==> src/rtl/mux4_rr_arbiter_if.sv <==
// Request/grant bundle between four requesters and the round-robin arbiter
// that steers a shared 4:1 mux.
interface mux4_rr_arbiter_if;
   logic [3:0] req;
   logic [3:0] gnt;
   logic       s1;
   logic       s0;
   logic       valid;
   logic       preempt;

   // Requester side: raises req, observes grant and mux select.
   modport master (
      output req,
      input  gnt, s1, s0, valid, preempt
   );

   // Arbiter side: samples req, drives grant and mux select.
   modport slave (
      input  req,
      output gnt, s1, s0, valid, preempt
   );
endinterface

==> src/rtl/mux4_rr_arbiter.sv <==
// Four-way round-robin arbiter with bounded ownership. Grants are registered,
// the mux select only moves on the edge that starts a new grant, and every
// ownership change passes through a one-cycle dead SWITCH state.
module mux4_rr_arbiter #(
   parameter int MAX_HOLD = 8,
   parameter int CNT_W    = 4
) (
   input logic              clk,
   input logic              rst_n,
   mux4_rr_arbiter_if.slave bus
);

   typedef enum logic [1:0] {
      S_IDLE   = 2'd0,
      S_GRANT  = 2'd1,
      S_SWITCH = 2'd2
   } state_t;

   state_t           state_q, state_d;
   logic [1:0]       ptr_q, ptr_d;
   logic [CNT_W-1:0] hold_q, hold_d;
   logic [3:0]       gnt_q, gnt_d;
   logic [1:0]       sel_q, sel_d;
   logic             valid_q, valid_d;
   logic             preempt_q, preempt_d;

   logic             found;
   logic [1:0]       pick;

   // Find the first requesting index, starting at ptr and wrapping mod 4.
   always_comb begin
      // NOTE: every variable written here gets a default first, so no path
      // leaves it unassigned and no latch is inferred.
      found = 1'b0;
      pick  = ptr_q;
      for (int k = 0; k < 4; k++) begin
         if (!found && bus.req[ptr_q + 2'(k)]) begin
            found = 1'b1;
            pick  = ptr_q + 2'(k);
         end
      end
   end

   // Next-state and next-output decode; the owner is the current select.
   always_comb begin
      state_d   = state_q;
      ptr_d     = ptr_q;
      hold_d    = hold_q;
      gnt_d     = gnt_q;
      sel_d     = sel_q;
      valid_d   = valid_q;
      preempt_d = 1'b0;
      case (state_q)
         S_IDLE, S_SWITCH: begin
            if (found) begin
               state_d = S_GRANT;
               gnt_d   = 4'(1) << pick;
               sel_d   = pick;
               valid_d = 1'b1;
               hold_d  = CNT_W'(1);
            end else begin
               // Select keeps pointing at the last owner while idle.
               state_d = S_IDLE;
               gnt_d   = 4'b0000;
               valid_d = 1'b0;
               hold_d  = '0;
            end
         end
         S_GRANT: begin
            if (!bus.req[sel_q] || hold_q >= CNT_W'(MAX_HOLD)) begin
               // Release or timeout: drop the grant and rotate priority.
               state_d   = S_SWITCH;
               gnt_d     = 4'b0000;
               valid_d   = 1'b0;
               ptr_d     = sel_q + 2'd1;
               hold_d    = '0;
               preempt_d = bus.req[sel_q];
            end else begin
               hold_d = hold_q + CNT_W'(1);
            end
         end
         default: begin
            state_d = S_IDLE;
            gnt_d   = 4'b0000;
            valid_d = 1'b0;
            hold_d  = '0;
         end
      endcase
   end

   // State and output registers; reset clears everything including history.
   always_ff @(posedge clk or negedge rst_n) begin
      if (!rst_n) begin
         state_q   <= S_IDLE;
         ptr_q     <= 2'd0;
         hold_q    <= '0;
         gnt_q     <= 4'b0000;
         sel_q     <= 2'd0;
         valid_q   <= 1'b0;
         preempt_q <= 1'b0;
      end else begin
         // NOTE: non-blocking assignments so every register samples the
         // pre-edge values regardless of statement order.
         state_q   <= state_d;
         ptr_q     <= ptr_d;
         hold_q    <= hold_d;
         gnt_q     <= gnt_d;
         sel_q     <= sel_d;
         valid_q   <= valid_d;
         preempt_q <= preempt_d;
      end
   end

   assign bus.gnt     = gnt_q;
   assign bus.s1      = sel_q[1];
   assign bus.s0      = sel_q[0];
   assign bus.valid   = valid_q;
   assign bus.preempt = preempt_q;

endmodule

==> src/flat_wrapper.sv <==
// flat-port wrapper written by rule: the top's interface ports become plain ports
module mux4_rr_arbiter_flat 
#(
   parameter int MAX_HOLD = 8,
   parameter int CNT_W    = 4
)
  (clk, rst_n, bus_req, bus_gnt, bus_s1, bus_s0, bus_valid, bus_preempt);
  mux4_rr_arbiter_if bus_i ();
  input logic clk;
  input logic rst_n;
  input wire logic [$bits(bus_i.req)-1:0] bus_req;
  output wire logic [$bits(bus_i.gnt)-1:0] bus_gnt;
  output wire logic [$bits(bus_i.s1)-1:0] bus_s1;
  output wire logic [$bits(bus_i.s0)-1:0] bus_s0;
  output wire logic [$bits(bus_i.valid)-1:0] bus_valid;
  output wire logic [$bits(bus_i.preempt)-1:0] bus_preempt;
  assign bus_i.req = bus_req;
  assign bus_gnt = bus_i.gnt;
  assign bus_s1 = bus_i.s1;
  assign bus_s0 = bus_i.s0;
  assign bus_valid = bus_i.valid;
  assign bus_preempt = bus_i.preempt;
  mux4_rr_arbiter #(.MAX_HOLD(MAX_HOLD), .CNT_W(CNT_W)) u_core (.clk(clk), .rst_n(rst_n), .bus(bus_i));
endmodule
==> config.mk <==
export PLATFORM = sky130hd
export DESIGN_NAME = mux4_rr_arbiter_flat
export DESIGN_NICKNAME = d
export VERILOG_FILES = /design/src/rtl/mux4_rr_arbiter_if.sv /design/src/rtl/mux4_rr_arbiter.sv /design/src/flat_wrapper.sv
export SDC_FILE = /design/constraint.sdc
export NUM_CORES = 1
export LEC_CHECK = 0
export CORE_UTILIZATION = 44
export DETAILED_ROUTE_END_ITERATION = 10
export GPL_ROUTABILITY_DRIVEN = 0
export PLACE_DENSITY = 0.72
export SYNTH_ARGS = -nofsm -noshare
export SYNTH_HDL_FRONTEND = slang
export SYNTH_SLANG_ARGS = --single-unit
==> constraint.sdc <==
create_clock -name clk -period 1.4 [get_ports clk]
set_input_delay 0.28 -clock clk [delete_from_list [all_inputs] [get_ports clk]]
set_output_delay 0.28 -clock clk [all_outputs]
set_load 0.01 [all_outputs]
* Yosys cells after proc, flatten, opt, wreduce, memory -nomap -nowiden
Index checks and enable logic that the tools add are counted.
** Word-level totals
- Input port bits :: 6
- Word-level logic and storage cells :: 65
- Output and inout bits :: 8
- Flip-flop bits (word level) :: 16
** Operators by class
- Shifts and indexed selects :: 1
- Reduce and logical (&&, ||, !) cells :: 12
- Order comparisons :: 6
- $add $sub $neg :: 5
- Mux-type cells :: 31
- Eq/ne operators :: 3
** Operators with widths (count)
- case mux 4 bit (2 select lines) :: 2
- < comparator 2 x 3 -> 1 bit (second input constant) :: 5
- two-way mux 1 bit :: 15
- two-way mux 4 bit :: 3
- binary-select mux 1 bit (select 2 bit) :: 5
- two-way mux 2 bit :: 4
- adder 2 x 1 -> 2 bit (second input constant) :: 2
- adder 2 bit (second input constant) :: 2
- adder 4 x 1 -> 4 bit (second input constant) :: 1
- greater-or-equal comparator 4 bit (second input constant) :: 1
- logical NOT 1 bit :: 4
- case mux 2 bit (2 select lines) :: 1
- AND reduction 2 bit :: 2
- left shift 1 x 2 -> 4 bit (first input constant) :: 1
- logical AND 1 bit :: 3
- equality test 2 x 1 -> 1 bit (second input constant) :: 1
- equality test 2 bit (second input constant) :: 1
- logical NOT 2 bit :: 1
- != test 2 x 1 -> 1 bit (second input constant) :: 1
- case mux 1 bit (2 select lines) :: 1
- OR reduction 2 bit :: 1
- logical OR 1 bit :: 1

* Logic depth before layout (Yosys ltp)
Gate-level depths: netlist of the first run.
- Depth in word-level cells :: 15
- Depth in mapped cells :: 5
- Depth with buffers taken out :: 4

* Worst setup path before layout of the first run
No wires, ideal clock.
- Path type :: register to register
- From :: reg u_core.sel_q[0]
- To :: reg u_core.gnt_q[0], in the netlist u_core.bus.gnt[0]
- Cell stages (with the launch flop) :: 5
- Data arrival time :: 1.438 ns
- Clock period less this slack :: 1.559 ns
- Data required time :: 1.279 ns
- Path slack :: -0.159 ns
- Setup time :: 0.121 ns
- Cells stage by stage :: dfrtp_1 mux4_2 nand3b_4 nor2_4 a22o_1
** On the way
- Cells in the longest elaborated chain, start to end :: 5
** Ends and longest elaborated chain
- start: declaration :: line mux4_rr_arbiter.sv:23 : logic [1:0] sel_q, sel_d;
- start signal: assignment :: line mux4_rr_arbiter.sv:108 : sel_q <= sel_d;
- binary-select mux 1 bit (select 2 bit) :: line mux4_rr_arbiter.sv:70 : if (!bus.req[sel_q] || hold_q >= CNT_W'(MAX_HOLD)) begin
- two-way mux 1 bit (not written as such) :: line mux4_rr_arbiter.sv:70
- logical NOT 1 bit :: line mux4_rr_arbiter.sv:70
- logical OR 1 bit :: line mux4_rr_arbiter.sv:70
- != test 2 x 1 -> 1 bit (no source line)
- end signal: assignment :: line mux4_rr_arbiter.sv:107 : gnt_q <= gnt_d;
- end: declaration :: line mux4_rr_arbiter.sv:22 : logic [3:0] gnt_q, gnt_d;
No other way between the ends. The select of a mux whose other input is x is not followed.
A chain may end at the register's enable or synchronous reset.

* Worst setup path in the final report of the first run
- From :: reg u_core.sel_q[0]
- To :: reg u_core.gnt_q[2], in the netlist u_core.bus.gnt[2]
The elaborated chain is that of the path after synthesis.

==> results of run 1 <==
layout by cell type, fill, tap and decap left out, types with 3 or more instances in the layout:
master,instances
dfrtp_1,15
clkbuf_4,3
inv_1,4
dlygate4sd2_1,10
buf_6,3
nand2_1,4
buf_4,11
nor2_1,4
final cells by class:
type | instances | area [um^2] | share of cell area (%)
timing repair buffer | 27 | 231.5 | 21.26
multi-input combinational | 47 | 394.1 | 36.21
tap | 16 | 20.02 | 1.839
clock buffer | 4 | 26.28 | 2.414
sequential | 16 | 401.6 | 36.90
inverter | 4 | 15.01 | 1.379
per-layer routing:
layer,part of all wire [%],global-route usage [%],wire length (um)
met5,0,0,0
met4,0.84,7.500,14
met3,5.5,7.917,92
met2,47,28.96,789
met1,47,27.39,779
what timing repair did:
item                       in CTS  in global routing
hold buffers                    0                  0
cloned                          0                  0
buffers inserted                1                  1
setup endpoints to repair      21                 14
resized for setup              16                 12
pin swaps                       3                  7
state kept, by name (all words and copies together), names as in the netlist:
signal / flops
u_core.bus.gnt: 4
u_core.bus.preempt: 1
u_core.ptr_q: 2
u_core.state_q: 2
u_core.sel_q: 2
u_core.bus.valid: 1
u_core.hold_q: 4
worst register-to-register path, stage by stage (launching register included):
cell      delay [ns]
dfrtp_2         0.38
mux4_2          0.57
nand3b_4        0.13
nor2_4          0.06
a22o_1          0.21
cells by family (layout without fill, tap and decap cells):
kind of cell / after synthesis / after routing / synth area share, %
AOI/OAI and AO/OA: 20 / 20 / 19.35
xor gates and xnor gates: 2 / 2 / 2.277
adders and majority gates: 2 / 2 / 3.252
buffers and inverters: 5 / 35 / 2.438
DFF: 16 / 16 / 52.03
muxes: 1 / 1 / 2.927
and+or+nand+nor: 22 / 22 / 17.73
power groups by stage:
| stage | clock network (mW) | registers [mW] | logic, mW |
|---|---|---|---|
| finish | 0.264 | 0.807 | 1.07 |
| global route | 0.291 | 0.832 | 1.17 |
| CTS | 0.266 | 0.796 | 0.956 |
| detailed placement | 0 | 0.813 | 0.966 |
| global placement | 0 | 0.817 | 0.951 |
| floorplan | 0 | 0.839 | 0.513 |
per-stage QoR:
stage	cell area, um^2	cells	setup TNS [ns]	setup slack (ns)
after floorplan	770.7	68	-0.4066	-0.08844
after global placement	1007	108	-5.017	-0.3739
after detailed placement	1007	108	-5.430	-0.3976
after CTS	1046	113	-0.08733	-0.04600
after global routing	1089	114	-0.7475	-0.1220
final	1089	114	-0.2197	-0.06302
final timing paths:
kind                            slack, ns                             to                         start
worst max-delay path                -0.06  u_core.bus.gnt[2]$_DFFE_PN0P_   u_core.sel_q[0]$_DFFE_PN0P_
worst min-delay path                 0.28     u_core.hold_q[3]$_DFF_PN0_                         rst_n
worst max register to register      -0.06  u_core.bus.gnt[2]$_DFFE_PN0P_   u_core.sel_q[0]$_DFFE_PN0P_
worst min register to register       0.51   u_core.bus.valid$_DFFE_PN0P_  u_core.bus.valid$_DFFE_PN0P_
max in group asynchronous            0.93    u_core.sel_q[0]$_DFFE_PN0P_                         rst_n
min in group clk                     0.51   u_core.bus.valid$_DFFE_PN0P_  u_core.bus.valid$_DFFE_PN0P_
==> results_dict.tcl, run 1 <==
set metrics [dict create \
    grt_pass1_wl_um 2725 \
    hold_path.class "in2async" \
    drv_cap 0 \
    power.switching_uw 838.0 \
    clk_pin_slew_worst_paths_ns 0.10 \
    hold_viol_final 0 \
    async_flop_share_pct 100.0 \
    crit_cells 4 \
    hpwl_um 1099 \
    worstPathArrival_ns 1.65 \
    p_int_mw 1.305 \
    hold_slack_ns 0.2826 \
    diodes 0 \
    dieWidth_um 43.82 \
    grt_pass1_vias 588 \
    cts_root_buffer "clkbuf_4" \
    power.total_mw 2.143 \
    vias 614 \
    cts.sinks 16 \
    fmax_mhz 683.5 \
    dr.pass1.iters 7 \
    required_ns 1.59 \
    fin_crit_sh_pct 104.5 \
    antenna_found_initial 0 \
    grt_setup_unrepaired "true" \
    grt_usage_pct 20.16 \
    rows 14 \
    synth.most_common_cell "dfrtp_1" \
    crit_chain "mux4_2 > nand3b_4 > nor2_4 > a22o_1" \
    post-route-util_pct 69.05 \
    yosysTopAreaCell "dfrtp_1" \
    finClkSkew_ns 0.008123 \
    final_max_slew_viol_count 0 \
    violations "DRC, setup timing" \
    end_kind "register" \
    cts_tree "yes" \
    relSlewSlack_pct 82.68 \
    synth_common_cells "dfrtp_1 (16), nor2_1 (6), inv_1 (4), nand2_1 (4)" \
    syn_to_final_growth_pct 41.46 \
    vdd_drop_max_v 0.001202 \
    synth.distinct_cells 33 \
    clock_path_buffers 2 \
    path_buf_inv 0 \
    worstMarginPinSlew_ns 0.2570 \
    initial_core_util_pct 48.81 \
    worst_r2r_path_depth 4 \
    drt_iter0_drc 6 \
    grt_max_degree 17 \
    via_per_inst 5.386 \
    numCtsBuffers 3 \
    die_h_um 43.82 \
    core-area_um2 1577 \
    htree_num_levels 1 \
    fill_cells 130 \
    avgSynthCellArea_um2 11.32 \
    ys_seq_area_share_pct 52.03 \
    grt_overflow 0 \
    synth_cells 68 \
    yosysTopAreaCellShare_pct 52.03 \
    sw_frac_of_total_pct 39.10 \
    period_needed_ns 1.463 \
    synth_seq_cells 16 \
    layout-drive-gt1-share_pct 35.71 \
    clk_latency_ns 0.30 \
    wl_per_cell_um 14.69 \
    start_kind "register" \
    clkPwrFrac_pct 12.3 \
    synth_area_leaders "dfrtp_1 (52%), ha_1 (3.3%), mux4_2 (2.9%)" \
    fin_nets 107 \
    io_buffers 13 \
    synth_edf_count 0 \
    syn_area_um2 769.5 \
    critical_path.top_delay_family "multiplexers" \
    wirelength_um 1675 \
    drc 3 \
    pwr-share-seq_pct 37.7 \
    antenna_left 0 \
    synthFlopType "dfrtp_1" \
    slowest_delay_ns 0.57 \
    status "finished, violations left" \
    io_pins 14 \
    power_frac_comb_pct 50.0 \
    path_max_fanout 7 \
    synth.net_count 76 \
    setup_viol 5 \
    cp_slowest_cell "mux4_2" \
    p_leak_nw 0.5374 \
    ys_warn_count 0 \
    power_density_nw_per_um2 1969 \
    die_area_um2 1920 \
    setup_ws_ns -0.06302 \
    crit_type "reg2reg" \
]
Note: power is estimated with default switching activity, not from simulation.
==> run 2: changes to the inputs <==
--- a/config.mk
+++ b/config.mk
@@ -9,6 +9,7 @@
 export DETAILED_ROUTE_END_ITERATION = 10
 export GPL_ROUTABILITY_DRIVEN = 0
 export PLACE_DENSITY = 0.72
+export RECOVER_POWER = 25
 export SYNTH_ARGS = -nofsm -noshare
 export SYNTH_HDL_FRONTEND = slang
 export SYNTH_SLANG_ARGS = --single-unit
==> run 2 against run 1 <==
Effect of this change:
- worst setup slack about the same
- critical path depth unchanged
- final area shrank 0.34%
- global-route usage stayed put
- the run still ends with DRC, setup timing left
- highest routed layer unchanged
==> results_dict.tcl, run 2 (same netlist as run 1, synthesis figures left out) <==
set metrics [dict create \
    dieWidth_um 43.82 \
    required_ns 1.59 \
    grt_usage_pct 20.16 \
    layout-drive-gt1-share_pct 34.69 \
    crit_chain "mux4_2 > nand3b_4 > nor2_4 > a22o_1" \
    grt_pass1_wl_um 2725 \
    syn_to_final_growth_pct 40.98 \
    antenna_left 0 \
    vdd_drop_max_v 0.001202 \
    critical_path.startpoint "u_core.sel_q[0]$_DFFE_PN0P_" \
    cts_root_buffer "clkbuf_4" \
    fin_crit_sh_pct 104.5 \
    wl_per_cell_um 14.71 \
    final_cell_mix "dfrtp_1 (15), dlygate4sd2_1 (10), buf_4 (10)" \
    htree_num_levels 1 \
    hpwl_um 1099 \
    initial_core_util_pct 48.81 \
    drv_cap 0 \
    grt_setup_unrepaired "true" \
    rows 14 \
    drt_iter0_drc 6 \
    path_max_fanout 7 \
    vias 612 \
    path_buf_inv 0 \
    grt_overflow 0 \
    setup_ws_ns -0.06327 \
    r2r-start "u_core.sel_q[0]$_DFFE_PN0P_" \
    cp_slowest_cell "mux4_2" \
    die_h_um 43.82 \
    status "finished, violations left" \
    wirelength_um 1677 \
    postCtsHoldBufs 0 \
    cts.sinks 16 \
    fin_nets 107 \
    clock_path_buffers 2 \
    cts_tree "yes" \
    diodes 0 \
    final_common_cell "dfrtp_1" \
    hold_slack_ns 0.5055 \
    p_leak_nw 0.5341 \
    io_buffers 13 \
    clk_pin_slew_worst_paths_ns 0.10 \
    drc 3 \
    min_from "u_core.bus.valid$_DFFE_PN0P_" \
    core-area_um2 1577 \
    crit_type "reg2reg" \
    critical_path.top_delay_family "multiplexers" \
    hold_path.class "reg2reg" \
    violations "DRC, setup timing" \
    relSlewSlack_pct 44.13 \
    fmax_mhz 683.4 \
    slowest_delay_ns 0.57 \
    final_max_slew_viol_count 0 \
    setup_viol 5 \
    start_kind "register" \
    power_density_nw_per_um2 1974 \
    worstPathArrival_ns 1.65 \
    via_per_inst 5.368 \
    antenna_found_initial 0 \
    grt_pass1_vias 588 \
    finClkSkew_ns 0.008202 \
    end_kind "register" \
    grt_max_degree 17 \
    hold_viol_final 0 \
    period_needed_ns 1.463 \
    power.total_mw 2.142 \
    numCtsBuffers 3 \
    clk_latency_ns 0.30 \
    die_area_um2 1920 \
    dr.pass1.iters 7 \
    worstMarginPinSlew_ns 0.8380 \
    io_pins 14 \
]
-- run 2: cell types whose count changed in the layout (fill, tap and decap cells not counted), sizes merged --
cell	change
buf	-1
clkbuf	+1
dlygate4sd3	+1
clkdlybuf4s50	-1
-- run 2: path summary, 6_finish.rpt --
check	slack, ns	to	cells after the start
worst max-delay path	-0.06	u_core.bus.gnt[2]$_DFFE_PN0P_	4
worst min-delay path	0.51	u_core.bus.valid$_DFFE_PN0P_	1
min in group asynchronous	0.58	u_core.hold_q[3]$_DFF_PN0_	2
worst max register to register	-0.06	u_core.bus.gnt[2]$_DFFE_PN0P_	4
max in group asynchronous	0.25	u_core.sel_q[0]$_DFFE_PN0P_	2
worst min register to register	0.51	u_core.bus.valid$_DFFE_PN0P_	1
-- run 2: timing repair --
action                                 4_1_cts  5_1_grt
resized for setup                           16       12
setup buffers                                1        1
pin swaps                                    3        7
setup endpoints to repair                   21       14
endpoints found under the hold margin        0        0
-- run 2: final cells by class --
cell class              count  area, um^2
inverters                   4       15.01
repair buffers             27       227.7
flip-flops and latches     16       401.6
clock buffers               4       26.28
fillers                   129       491.7
multi-input cells          47       394.1
well taps                  16       20.02
-- run 2: per-layer routing --
metal | vias up | GRT usage (%) | wire (um)
met4 | 0 | 7.500 | 14
met3 | 2 | 7.917 | 92
li1 | 302 | - | -
met1 | 291 | 27.39 | 780
met5 | - | 0 | 0
met2 | 17 | 28.96 | 790
-- run 2: where the power goes --
group          switching, mW  internal (mW)  total (mW)
Sequential             0.163          0.644       0.807
Clock                  0.152          0.111       0.263
Combinational          0.523          0.549        1.07
-- run 2: through the flow --
| step | setup WS, ns | utilization, % | setup TNS (ns) | instance area (um^2) | std cells |
|---|---|---|---|---|---|
| 3_3_place_gp | -0.3739 | 63.89 | -5.017 | 1007 | 108 |
| 4_1_cts | -0.04600 | 66.35 | -0.08733 | 1046 | 113 |
| 3_5_place_dp | -0.3976 | 63.89 | -5.430 | 1007 | 108 |
| 5_1_grt | -0.1220 | 68.81 | -0.7475 | 1085 | 114 |
| 6_report | -0.06327 | 68.81 | -0.2205 | 1085 | 114 |
| 2_1_floorplan | -0.08844 | - | -0.4066 | 770.7 | 68 |
==> run 3: changes to the inputs <==
--- a/config.mk
+++ b/config.mk
@@ -5,10 +5,10 @@
 export SDC_FILE = /design/constraint.sdc
 export NUM_CORES = 1
 export LEC_CHECK = 0
-export CORE_UTILIZATION = 44
+export CORE_UTILIZATION = 30
 export DETAILED_ROUTE_END_ITERATION = 10
 export GPL_ROUTABILITY_DRIVEN = 0
-export PLACE_DENSITY = 0.72
+export PLACE_DENSITY = 0.52
 export RECOVER_POWER = 25
 export SYNTH_ARGS = -nofsm -noshare
 export SYNTH_HDL_FRONTEND = slang
==> run 3 against run 2 <==
Effect of this change:
- the run ends with setup timing left
- worst hold slack lost 0.012 ns
- first-iteration DRC count unchanged
- highest routed layer unchanged
- critical path type unchanged
- register-to-register slack hardly changed
==> results_dict.tcl, run 3 (same netlist as run 1, synthesis figures left out) <==
set metrics [dict create \
    hpwl_um 1253 \
    dieWidth_um 52.65 \
    die_area_um2 2772 \
    setup_ws_ns -0.07103 \
    clk_latency_ns 0.28 \
    cts_tree "yes" \
    grt_setup_unrepaired "true" \
    drt_iter0_drc 6 \
    fin_area_um2 1061 \
    start_kind "register" \
    status "finished, violations left" \
    grt_pass1_wl_um 2960 \
    worstPathArrival_ns 1.64 \
    via_per_inst 4.895 \
    fin_cells 124 \
    vdd_drop_max_v 0.0008924 \
    dr.pass1.iters 3 \
    antenna_found_initial 0 \
    rows 17 \
    dp_cells 119 \
    vias 607 \
    die_h_um 52.65 \
    hold_viol_final 0 \
    post-route-util_pct 45.76 \
    drc 0 \
    core-area_um2 2318 \
    final_cell_mix "dfrtp_1 (15), dlygate4sd2_1 (11), buf_4 (10), nor2_1 (6)" \
    diodes 0 \
    grt_overflow 0 \
    io_pins 14 \
    wirelength_um 1674 \
    period_needed_ns 1.471 \
    postCtsHoldBufs 0 \
    worstMarginPinSlew_ns 0.8638 \
    initial_core_util_pct 33.19 \
    syn_to_final_growth_pct 37.89 \
    finClkSkew_ns 0.01005 \
    power_density_nw_per_um2 1983 \
    clock_path_buffers 2 \
    clk_pin_slew_worst_paths_ns 0.10 \
    fill_cells 235 \
    violations "setup timing" \
    numCtsBuffers 3 \
    grt_usage_pct 15.03 \
    fin_crit_sh_pct 105.1 \
    fin_nets 105 \
    pre_cts_ws_ns -0.4354 \
    multi_input_area_um2 371.6 \
    fmax_mhz 679.8 \
    final_common_cell "dfrtp_1" \
    relSlewSlack_pct 42.42 \
    final_max_slew_viol_count 0 \
    grt_pass1_vias 628 \
    p_leak_nw 0.5136 \
    cts_root_buffer "clkbuf_4" \
    grt_max_degree 17 \
    placed_area_um2 1015 \
    antenna_left 0 \
    path_max_fanout 7 \
    crit_type "reg2reg" \
    htree_num_levels 1 \
    end_kind "register" \
    wl_per_cell_um 13.50 \
    cts.sinks 16 \
    regArea_um2 401.6 \
    hold_path.class "reg2reg" \
    drv_cap 0 \
    required_ns 1.57 \
    io_buffers 13 \
    layout-drive-gt1-share_pct 27.08 \
    setup_viol 5 \
]
run 3: changes by cell type in the layout (fill, tap and decap cells not counted), sizes merged:
cell           change
dlygate4sd2        +1
dlygate4sd3        -1
clkdlybuf4s50      +1
buf                -2
dlymetal6s2s       -1
run 3: worst paths after layout:
path                                                    from                             to  slack (ns)  depth (start not counted)
worst max-delay path             u_core.sel_q[0]$_DFFE_PN0P_  u_core.bus.gnt[0]$_DFFE_PN0P_       -0.07                          4
worst min-delay path            u_core.bus.valid$_DFFE_PN0P_   u_core.bus.valid$_DFFE_PN0P_        0.49                          1
worst max register to register   u_core.sel_q[0]$_DFFE_PN0P_  u_core.bus.gnt[0]$_DFFE_PN0P_       -0.07                          4
worst min register to register  u_core.bus.valid$_DFFE_PN0P_   u_core.bus.valid$_DFFE_PN0P_        0.49                          1
max in group asynchronous                              rst_n    u_core.sel_q[0]$_DFFE_PN0P_        0.27                          2
min in group asynchronous                              rst_n    u_core.ptr_q[1]$_DFFE_PN0P_        0.55                          2
run 3: what timing repair did:
| item | CTS | global route |
|---|---|---|
| hold endpoints to repair | 0 | 0 |
| pin swaps | 5 | 3 |
| setup buffers | 1 | 0 |
| gates resized for setup | 15 | 5 |
| endpoints found under the setup margin | 22 | 13 |
run 3: layer usage:
layer	GRT usage [%]	vias to the layer above	part of all wire, %
li1	-	300	-
met1	21.75	294	52
met2	21.10	11	42
met3	5.797	2	4.5
met4	2.632	0	0.78
met5	0	-	0
run 3: area by class of cell:
| type | count | share of cell area (%) |
|---|---|---|
| Clock buffer | 4 | 3.420 |
| Multi-Input combinational cell | 47 | 35.02 |
| Timing Repair Buffer | 25 | 18.99 |
| Inverter | 4 | 1.415 |
| Sequential cell | 16 | 37.85 |
| Tap cell | 28 | 3.302 |
run 3: critical path: stages, from the launching register on:
cell,delay (ns)
dfrtp_2,0.39
mux4_2,0.57
nand3b_4,0.13
nor2_4,0.06
a22o_1,0.21
run 3: power breakdown:
part           switching [mW]  internal (mW)  leakage [nW]
combinational           0.491          0.514         0.291
clock                   0.141          0.158        0.0210
sequential              0.156          0.644         0.201
total                   0.788           1.32         0.514
run 3: metrics by stage:
stage               TNS, ns  hold WS [ns]  power (mW)
finish              -0.1984        0.4935       2.104
global route        -0.9525        0.5212       2.281
CTS                 -0.2429        0.3065       2.084
detailed placement   -5.740        0.4806       1.796
global placement     -5.454        0.4831       1.796
floorplan           -0.4066      -0.01559       1.352
